`config.mk`:
```
export PLATFORM = sky130hd
export DESIGN_NAME = framebuffer_readback
export DESIGN_NICKNAME = d
export VERILOG_FILES = /design/src/rtl/framebuffer_readback.sv
export SDC_FILE = /design/constraint.sdc
export NUM_CORES = 1
export LEC_CHECK = 0
export CORE_UTILIZATION = 50
export CTS_BUF_LIST = sky130_fd_sc_hd__clkbuf_16
export DETAILED_ROUTE_END_ITERATION = 8
export PLACE_DENSITY_LB_ADDON = 0.12
export SKIP_CTS_REPAIR_TIMING = 1
export SLEW_MARGIN = 10
export SYNTH_ARGS = -nofsm -noshare
export SYNTH_HDL_FRONTEND = slang
export SYNTH_SLANG_ARGS = --single-unit
```
`constraint.sdc`:
```
create_clock -name CLK -period 3.1 [get_ports CLK]
set_input_delay 0.465 -clock CLK [delete_from_list [all_inputs] [get_ports CLK]]
set_output_delay 0.465 -clock CLK [all_outputs]
set_load 0.02 [all_outputs]
```
`src/rtl/framebuffer_readback.sv`:
```
`timescale 1ns/1ps
// framebuffer_readback
// Samples one pixel of the live VGA RGB stream at a requested (x, y) and returns it to software
// over a toggle handshake. The block only observes the stream and never stalls it.
//
// Ports:
//   CLK, RESET_N            VGA pixel clock; asynchronous active-low reset
//   REQ_TOGGLE              request strobe (async to CLK); any level change is one request
//   REQ_X, REQ_Y [9:0]      requested column / row, held stable until ACK_TOGGLE changes
//   VGA_DE, VGA_VS          active-video qualifier; vertical sync (active low)
//   R_IN, G_IN, B_IN [7:0]  pixel stream aligned to VGA_DE
//   RD_DATA [23:0]          {R,G,B} of the captured pixel (0 on error)
//   RD_ERR                  last request failed (out of range or timeout)
//   ACK_TOGGLE              toggles once per completed request
//   BUSY                    request in progress
module framebuffer_readback #(
    parameter int unsigned H_ACTIVE       = 640,
    parameter int unsigned V_ACTIVE       = 480,
    parameter int unsigned TIMEOUT_FRAMES = 2
) (
    input  logic        CLK,
    input  logic        RESET_N,
    input  logic        REQ_TOGGLE,
    input  logic [9:0]  REQ_X,
    input  logic [9:0]  REQ_Y,
    input  logic        VGA_DE,
    input  logic        VGA_VS,
    input  logic [7:0]  R_IN,
    input  logic [7:0]  G_IN,
    input  logic [7:0]  B_IN,
    output logic [23:0] RD_DATA,
    output logic        RD_ERR,
    output logic        ACK_TOGGLE,
    output logic        BUSY
);

    typedef enum logic [1:0] {StIdle, StCheck, StSeek} state_e;

    localparam logic [9:0] CntMax = 10'd1023;

    // Reset: asserts asynchronously, releases synchronously to CLK.
    logic rst_meta_q, rst_sync_n;

    always_ff @(posedge CLK or negedge RESET_N) begin
        if (!RESET_N) begin
            rst_meta_q <= 1'b0;
            rst_sync_n <= 1'b0;
        end else begin
            rst_meta_q <= 1'b1;
            rst_sync_n <= rst_meta_q;
        end
    end

    // Request synchroniser and position tracking.
    logic       req_meta_q, req_sync_q;
    logic       de_q, vs_q;
    logic [9:0] x_cnt_q, y_cnt_q;
    logic       de_fall, vs_fall;

    assign de_fall = de_q & ~VGA_DE;
    assign vs_fall = vs_q & ~VGA_VS;

    always_ff @(posedge CLK or negedge rst_sync_n) begin
        if (!rst_sync_n) begin
            req_meta_q <= 1'b0;
            req_sync_q <= 1'b0;
            de_q       <= 1'b0;
            vs_q       <= 1'b0;
            x_cnt_q    <= '0;
            y_cnt_q    <= '0;
        end else begin
            req_meta_q <= REQ_TOGGLE;
            req_sync_q <= req_meta_q;
            de_q       <= VGA_DE;
            vs_q       <= VGA_VS;
            if (VGA_DE) begin
                if (x_cnt_q != CntMax) x_cnt_q <= x_cnt_q + 10'd1;
            end else if (de_fall) begin
                x_cnt_q <= '0;
            end
            // Frame start wins over a line end in the same cycle.
            if (vs_fall) begin
                y_cnt_q <= '0;
            end else if (de_fall && (y_cnt_q != CntMax)) begin
                y_cnt_q <= y_cnt_q + 10'd1;
            end
        end
    end

    // Request FSM.
    state_e      state_q, state_d;
    logic        req_seen_q, req_seen_d;
    logic [9:0]  x_q, x_d, y_q, y_d;
    logic [7:0]  frame_cnt_q, frame_cnt_d;
    logic [23:0] data_q, data_d;
    logic        err_q, err_d, ack_q, ack_d, busy_q, busy_d;
    logic        pending, out_of_range, match, timeout;

    assign pending      = req_sync_q != req_seen_q;
    assign out_of_range = ({1'b0, x_q} >= 11'(H_ACTIVE)) || ({1'b0, y_q} >= 11'(V_ACTIVE));
    // Counter values are the position of the pixel on the current DE cycle.
    assign match        = VGA_DE && (x_cnt_q == x_q) && (y_cnt_q == y_q);
    assign timeout      = frame_cnt_q == 8'(TIMEOUT_FRAMES);

    always_comb begin
        state_d     = state_q;
        req_seen_d  = req_seen_q;
        x_d         = x_q;
        y_d         = y_q;
        frame_cnt_d = frame_cnt_q;
        data_d      = data_q;
        err_d       = err_q;
        ack_d       = ack_q;
        busy_d      = busy_q;
        unique case (state_q)
            StIdle: begin
                if (pending) begin
                    x_d        = REQ_X;
                    y_d        = REQ_Y;
                    req_seen_d = req_sync_q;
                    busy_d     = 1'b1;
                    state_d    = StCheck;
                end
            end
            StCheck: begin
                if (out_of_range) begin
                    data_d  = '0;
                    err_d   = 1'b1;
                    ack_d   = ~ack_q;
                    busy_d  = 1'b0;
                    state_d = StIdle;
                end else begin
                    frame_cnt_d = '0;
                    state_d     = StSeek;
                end
            end
            StSeek: begin
                // A match in the same cycle as the timeout still returns the pixel.
                if (match) begin
                    data_d  = {R_IN, G_IN, B_IN};
                    err_d   = 1'b0;
                    ack_d   = ~ack_q;
                    busy_d  = 1'b0;
                    state_d = StIdle;
                end else if (timeout) begin
                    data_d  = '0;
                    err_d   = 1'b1;
                    ack_d   = ~ack_q;
                    busy_d  = 1'b0;
                    state_d = StIdle;
                end else if (vs_fall) begin
                    frame_cnt_d = frame_cnt_q + 8'd1;
                end
            end
            default: state_d = StIdle;
        endcase
    end

    always_ff @(posedge CLK or negedge rst_sync_n) begin
        if (!rst_sync_n) begin
            state_q     <= StIdle;
            req_seen_q  <= 1'b0;
            x_q         <= '0;
            y_q         <= '0;
            frame_cnt_q <= '0;
            data_q      <= '0;
            err_q       <= 1'b0;
            ack_q       <= 1'b0;
            busy_q      <= 1'b0;
        end else begin
            state_q     <= state_d;
            req_seen_q  <= req_seen_d;
            x_q         <= x_d;
            y_q         <= y_d;
            frame_cnt_q <= frame_cnt_d;
            data_q      <= data_d;
            err_q       <= err_d;
            ack_q       <= ack_d;
            busy_q      <= busy_d;
        end
    end

    assign RD_DATA    = data_q;
    assign RD_ERR     = err_q;
    assign ACK_TOGGLE = ack_q;
    assign BUSY       = busy_q;

endmodule
```
# Word-level counts from Yosys, hierarchy flattened
# Index checks and enable logic that the tools add are counted.
# word_totals
output_inout_bits	27
ff_bits	84
word_cells	90
inputBits	49
# op_classes
bitwise_logic	5
mux	32
magnitude_cmp	2
reduce_logical	15
eq_ne	16
n_addsub	3
# ops
op	n
two-way mux 24 bit	3
two-way mux 10 bit	5
case mux 24 bit (2 select lines)	1
two-way mux 8 bit	4
adder 10 x 1 -> 10 bit (second input constant)	2
equality test 10 bit	2
!= test 10 bit (second input constant)	2
case mux 8 bit (2 select lines)	1
!= test 2 bit (second input constant)	6
>= comparator 10 bit (second input constant)	1
>= comparator 10 x 9 -> 1 bit (second input constant)	1
two-way mux 1 bit	10
adder 8 x 1 -> 8 bit (second input constant)	1
equality test 8 x 2 -> 1 bit (second input constant)	1
two-way mux 2 bit	4
case mux 2 bit (3 select lines)	1
AND reduction 2 bit	3
nonzero test 2 bit	3
AND reduction 5 bit	1
case mux 1 bit (2 select lines)	2
AND reduction 4 bit	1
logical AND 1 bit	3
!= test 3 bit (second input constant)	1
NOT 1 bit	3
other kinds (10)	11

# Logic depth before layout (Yosys ltp)
# Gate-level depths: netlist of run 1.
# depth
word_depth	6
depth_mapped	10
mapped_depth_nobuf	8

# Worst setup path after synthesis of run 1
# No wires, ideal clock.
# synth_path
kind	reg-to-reg
from	register x_cnt_q[7]
to	register data_q[0], in the netlist RD_DATA[0]
required_time_ps	2979
setup_ps	121
n_path_buf	2
t_arrival_ps	2158
stages_incl_launch_ff	9
path_slack_ps	821
synth_period_minus_slack_ps	2279
cell_sequence	dfrtp_1 -> xor2_1 -> nand4b_1 -> nor4_4 -> a21oi_2 -> or3_1 -> buf_2 -> buf_6 -> a22o_1
# synth_between
elab_chain_len	5
word_cells_on_any_way	7
cone_classes	eq/ne: 2; mux: 2; reduce/logical: 3
# synth_lines
element	line	source
start, declared	57	logic [9:0] x_cnt_q, y_cnt_q;
start signal, assigned	77	if (x_cnt_q != CntMax) x_cnt_q <= x_cnt_q + 10'd1;
equality test 10 bit *	102	assign match = VGA_DE && (x_cnt_q == x_q) && (y_cnt_q == y_q);
logical AND 1 bit * (2 in series)	102	
!= test 3 bit (no line) / two-way mux 24 bit (equally long branches)	n/a	
AND reduction 3 bit (no line) / case mux 24 bit (2 select lines) (equally long branches)	n/a	
end signal, assigned	176	data_q <= data_d;
end, declared	95	logic [23:0] data_q, data_d;
# Mark *: on every way between the ends. The rest lies on a longest branch, timed or not.
# A chain may end at the register's enable or synchronous reset.

# Worst setup path after layout of run 1
# layout_path
from	register y_cnt_q[2]
to	register data_q[1], in the netlist RD_DATA[1]
# layout_between
elab_chain_len	4
word_cells_on_any_way	6
cone_classes	eq/ne: 2; mux: 2; reduce/logical: 2
# layout_lines
element	line	source
start, declared	57	
start signal, assigned	85	y_cnt_q <= y_cnt_q + 10'd1;
equality test 10 bit *	102	
logical AND 1 bit *	102	
!= test 3 bit (no line) / two-way mux 24 bit (equally long branches)	n/a	
AND reduction 3 bit (no line) / case mux 24 bit (2 select lines) (equally long branches)	n/a	
# Marked as above.

==> results of run 1 <==
layer usage:
layer | vias to the layer above | wire length (microns)
met2 | 80 | 4230
met4 | 0 | 152
met3 | 14 | 394
met5 | - | 0
met1 | 1452 | 3830
li1 | 1410 | -
stage by stage:
stage | utilization, % | setup slack, ns | hold slack (ns) | std cells
after floorplan | - | 0.587 | 0.169 | 345
after global placement | 64.7 | 0.458 | 0.338 | 514
after detailed placement | 64.7 | 0.438 | 0.340 | 514
after CTS | 68.9 | 0.586 | 0.282 | 530
after global routing | 68.9 | 0.451 | 0.289 | 530
final | 68.9 | 0.588 | 0.288 | 530
report_power, final:
part,switching [W],total [W],internal (W)
registers,0.000225,0.00154,0.00131
clock network,0.000407,0.00110,0.000696
logic,0.000507,0.00104,0.000537
total,0.00114,0.00369,0.00255
cell type report:
cell class / instances / area [sq um]
clock inverters: 7 / 85.1
multi-input cells: 239 / 1720
flip-flops and latches: 84 / 2110
inverters: 10 / 37.5
well taps: 99 / 124
repair buffers: 82 / 803
fillers: 570 / 2300
clock buffers: 9 / 225
cells by family (layout without fill, tap and decap cells):
| group | Yosys count | after routing | synth area share, % |
|---|---|---|---|
| adder cells (fa/ha/maj) | 8 | 8 | 2.55 |
| flip-flops | 84 | 84 | 53.5 |
| other | 1 | 1 | 0.0955 |
| AND/OR/NAND/NOR | 102 | 102 | 13.5 |
| multiplexers | 28 | 28 | 7.90 |
| AO/OA/AOI/OAI | 68 | 68 | 12.7 |
| XOR/XNOR | 32 | 32 | 7.14 |
| buffers and inverters | 22 | 108 | 2.58 |
path summary, 6_finish.rpt:
| kind | start | to | cells after the start |
|---|---|---|---|
| worst max-delay path | y_cnt_q[2]$_DFFE_PN0P_ | RD_DATA[1]$_DFFE_PN0P_ | 7 |
| worst min-delay path | RESET_N | rst_meta_q$_DFF_PN0_ | 1 |
| worst max register to register | y_cnt_q[2]$_DFFE_PN0P_ | RD_DATA[1]$_DFFE_PN0P_ | 7 |
| worst min register to register | rst_meta_q$_DFF_PN0_ | rst_sync_n$_DFF_PN0_ | 0 |
| max in group asynchronous | rst_sync_n$_DFF_PN0_ | frame_cnt_q[5]$_DFFE_PN0P_ | 0 |
| min in group CLK | rst_meta_q$_DFF_PN0_ | rst_sync_n$_DFF_PN0_ | 0 |
flip-flops by register name, indices dropped and copies added, names as in the netlist, 2 cells and up:
register	count
RD_DATA	24
x_cnt_q	10
state_q	2
y_cnt_q	10
frame_cnt_q	8
x_q	10
y_q	10
worst max-delay path: cells and delay by family (launching register included):
| family | cells | cell delay, ns |
|---|---|---|
| simple gates | 3 | 1.03 |
| flops | 1 | 0.45 |
| compound gates | 2 | 0.41 |
| xor+xnor | 1 | 0.27 |
| buf+inv | 1 | 0.23 |
synth_stat cells (all sizes together):
cell type	number	area share, %
a2111oi	2	0.45
a211o	2	0.45
a211oi	2	0.38
a21boi	2	0.38
a21o	1	0.19
a21oi	15	2.0
a22o	26	5.8
a311oi	1	0.22
a31o	2	0.45
a31oi	2	0.32
a41oi	1	0.22
and2	1	0.16
and3	6	0.96
and4	1	0.22
and4b	2	0.51
buf	5	0.96
clkbuf	7	0.67
conb	1	0.096
dfrtp	84	54
ha	8	2.5
inv	10	0.96
mux2	24	6.9
mux2i	4	1.0
nand2	26	2.5
nand2b	3	0.48
nand3	9	1.1
nand4	10	1.6
nand4b	1	0.22
nor2	26	2.5
nor2b	1	0.16
nor3	6	0.89
nor3b	1	0.19
nor4	1	0.54
nor4b	2	0.45
o211ai	1	0.19
o21a	1	0.19
o21ai	8	1.0
o22ai	1	0.16
o31a	1	0.22
or3	5	0.80
or4b	1	0.25
xnor2	24	5.4
xor2	8	1.8
==> run metrics, run 1 <==
RD Place Congestion=0.804; Total GRT Usage=22.6%; Design Power=0.00369 W; synth unique cells=47; Seq cells post-synth=84; HPWL Detailed=6060 microns; clock tree buffer depth=2; gate count of the mapped netlist=345; Leak=2.19 nW; Fin Setup TNS=0 ns; Hold Crit Class=in2async; run status=finished, final reports clean; most frequent cells in the layout=dfrtp_1 (83), clkdlybuf4s50_1 (75), nor2_1 (26), nand2_1 (26), a22o_1 (26); Row Count=31; Tightest Pin Transition=1.04 ns; CTS Buf Count=9; P per Cell Area=723 nW/um^2; met2 usage=36.7%; vias in the first global route=2906; # diodes=0; DIE AREA=8210 sq um; Period minus WS final=2.51 ns; TritonCTS Sinks=84; Max Cap Viol=0; final hold vios=0; Slew HR=30.8%; I/O Buffers=75; Most Used Layer, Global Route=met2; CP arrival=2.73 ns; post-synthesis sequential area ratio=53.5%; r2r setup slk=0.59 ns; Yosys Warn Count=0; via count=2956; Final Cycle Share=81.0%; die width=90.6 microns; max incr delay on CP=0.47 ns; largest net degree at the start of global routing=83; TritonCTS clock tree=built; Area growth syn-to-layout=30.0%; Startpoint Class=flip-flop; crit path kind=reg2reg; initial antenna violation count=0; GR Util met3=5.47%; most common cell after layout, fill and taps aside=dfrtp_1; Setup Viol. Count Final=0; Peak Freq=398 MHz; DRC=0; RSZ-0062 raised after global routing=no; Placed Area=4790 sq um; crit path max fanout=26; maximum vdd drop=362 uV; Mapped Nets=402; routed vias/inst=5.58; first-pass GRT wire length=14600 microns; Post-Route WL=8610 microns; core area=7410 sq um; routed wire length per instance=16.2 microns; mapped cell area=3930 sq um; Initial Util=53.0%; crit-path cells=xnor2_1 -> nand4b_1 -> nor4_4 -> a21oi_2 -> or3_1 -> buf_4 -> a22o_1; share of cells above drive strength 1=12.1%; CP Data Required Time=3.32 ns; initial drt markers=156; CP endpoint kind=flip-flop; mean post-synth cell area=11.4 sq um; Post-DRT Antenna Nets=0; clock latency on the worst-skew pair=0.33 ns; DIE HEIGHT=90.6 microns; met1 usage=29.6%; grt ovf=0; Clock Tree Root=clkbuf_16; Ports=76; design area=5100 sq um; First-pass DRT Iterations=4; max-slew violations=0; skew final=0.00910 ns; # nets final=483; # H-tree levels=3; slowest stage cell, crit path=nor4_4; Worst-path clk slew=0.06 ns
Note: power is estimated with default switching activity, not from simulation.
==> inputs of run 2 (changes only) <==
==> constraint.sdc (replaced) <==
create_clock -name CLK -period 2.41 [get_ports CLK]
set_input_delay 0.3615 -clock CLK [delete_from_list [all_inputs] [get_ports CLK]]
set_output_delay 0.3615 -clock CLK [all_outputs]
set_load 0.02 [all_outputs]
==> run 2 against run 1 <==
Setup slack worse by 0.46 ns; register-to-register slack worse by 0.46 ns; combinational power up 38%; critical path type unchanged; largest cell class unchanged; highest routed layer unchanged.
==> run metrics, run 2 (same netlist as run 1, synthesis figures left out) <==
run status=finished, final reports clean; initial drt markers=108 (-31%); met2 usage=36.7% (unchanged); crit path max fanout=5 (-81%); max-slew violations=0 (unchanged); crit path kind=reg2reg; CTS Buf Count=9 (unchanged); dpl ws=0.0382 ns (-0.400 ns); Final Cycle Share=94.6% (+14 points); grt ovf=0 (unchanged); Hold Crit Class=in2async; RSZ-0062 raised after global routing=no; core area=7410 sq um (unchanged); maximum vdd drop=555 uV (+53%); P per Cell Area=891 nW/um^2 (+23%); Ports=76 (unchanged); Most Used Layer, Global Route=met2; # nets final=493 (+2.1%); Post-DRT Antenna Nets=0 (unchanged); Max Cap Viol=0 (unchanged); First-pass DRT Iterations=4 (unchanged); max reg flops=24 (unchanged); most frequent cells in the layout=dfrtp_1 (83), clkdlybuf4s50_1 (75), nor2_1 (26), nand2_1 (26), a22o_1 (26); first-pass GRT wire length=14300 microns (-1.9%); Post-Route WL=8400 microns (-2.4%); TritonCTS Sinks=84 (unchanged); met1 usage=28.6% (-0.97 points); R2R Path End=frame_cnt_q[5]$_DFFE_PN0P_; max incr delay on CP=0.62 ns (+0.15 ns); Peak Freq=439 MHz (+10%); CP Data Required Time=2.66 ns (-0.66 ns); final hold vios=0 (unchanged); largest net degree at the start of global routing=47 (-43%); worst reg-to-reg path cell count=7 (unchanged); Fin Setup TNS=0 ns (unchanged); DIE AREA=8210 sq um (unchanged); routed wire length per instance=15.6 microns (-4.2%); Setup Viol. Count Final=0 (unchanged); GR Util met3=6.48% (+1.0 points); DRC=0 (unchanged); vias in the first global route=2970 (+2.2%); clock latency on the worst-skew pair=0.33 ns (about the same); initial antenna violation count=0 (unchanged); slowest stage cell, crit path=or4b_2; routed vias/inst=5.44 (-2.5%); die width=90.6 microns (unchanged); clock tree buffer depth=2 (unchanged); CP arrival=2.53 ns (-0.20 ns); Tightest Pin Transition=0.584 ns (-0.454 ns); buffers plus inverters on the worst setup path=1 (unchanged); CP endpoint kind=flip-flop; Area growth syn-to-layout=31.6%; share of cells above drive strength 1=14.1% (+2.0 points); Final WS setup=0.131 ns (-0.457 ns); TritonCTS clock tree=built; Startpoint Class=flip-flop; RD Place Congestion=0.812 (+1.0%); fill cell count=548 (-3.9%); # diodes=0 (unchanged); Worst-path clk slew=0.06 ns (about the same); crit-path cells=inv_1 -> ha_1 -> and4b_1 -> o22ai_1 -> or4b_2 -> mux2_2 -> o211ai_1; Leak=2.23 nW (+1.6%); most common cell after layout, fill and taps aside=dfrtp_1; # H-tree levels=3 (unchanged); Period minus WS final=2.28 ns (-0.233 ns); Clock Tree Root=clkbuf_16; Top delay family on crit path=simple AND/OR/NAND/NOR gates; Row Count=31 (unchanged); Slew HR=61.1% (+30 points); R2R Path Start=state_q[1]$_DFFE_PN0P_; Initial Util=53.0% (unchanged); DIE HEIGHT=90.6 microns (unchanged); I/O Buffers=75 (unchanged); r2r setup slk=0.13 ns (-0.46 ns); HPWL Detailed=6030 microns (-0.51%); Total GRT Usage=22.2% (-0.32 points); skew final=0.00562 ns (-0.00348 ns); via count=2937 (-0.64%)
==> run 2: cell count changes in the layout (fill, tap and decap cells not counted), sizes merged <==
cell and change:
buf +10, bufinv -2, clkinvlp +2
==> run 2: layout make-up <==
cell class	count	area [sq um]	area share, %
timing repair buffer	92	916	17.7
sequential	84	2110	40.7
inverter	10	37.5	0.726
tap	99	124	2.40
clock inverter	7	36.3	0.702
clock buffer	9	225	4.36
multi-input combinational	239	1720	33.4
==> run 2: per-stage QoR <==
stage,total power (W),area [sq um],hold slack [ns],util [%],instances
final,0.00461,5170,0.186,69.8,540
after global routing,0.00489,5170,0.178,69.8,540
after CTS,0.00464,5170,0.178,69.8,540
after detailed placement,0.00342,4910,0.337,66.2,524
after global placement,0.00337,4910,0.338,66.2,524
after floorplan,0.00297,3930,0.0659,-,345
==> run 2: worst max path at each step <==
stage | from | to | slack [ns] | cells after the start
6_report | state_q[1]$_DFFE_PN0P_ | frame_cnt_q[5]$_DFFE_PN0P_ | 0.13 | 7
5_1_grt | frame_cnt_q[0]$_DFFE_PN0P_ | frame_cnt_q[2]$_DFFE_PN0P_ | 0.02 | 9
4_1_cts | state_q[1]$_DFFE_PN0P_ | frame_cnt_q[5]$_DFFE_PN0P_ | 0.15 | 7
3_5_place_dp | VGA_VS | frame_cnt_q[5]$_DFFE_PN0P_ | 0.04 | 7
3_3_place_gp | VGA_DE | frame_cnt_q[6]$_DFFE_PN0P_ | 0.07 | 7
2_1_floorplan | x_cnt_q[7]$_DFFE_PN0P_ | RD_DATA[0]$_DFFE_PN0P_ | 0.13 | 8
==> run 2: report_power, final <==
part           switching [W]  internal (W)  leakage (nW)
Sequential          0.000273       0.00169          1.09
Clock               0.000525      0.000682         0.131
Combinational       0.000678      0.000756          1.01
==> run 2: worst register-to-register path: stages, from the launching register on <==
cell,delay (ns)
dfrtp_1,0.41
inv_1,0.10
ha_1,0.20
and4b_1,0.36
o22ai_1,0.15
or4b_2,0.62
mux2_2,0.28
o211ai_1,0.08
==> run 2: per-layer routing <==
layer | vias to the layer above | wire length (microns)
li1 | 1417 | -
met1 | 1435 | 3810
met2 | 78 | 4080
met3 | 7 | 413
met4 | 0 | 92
met5 | - | 0
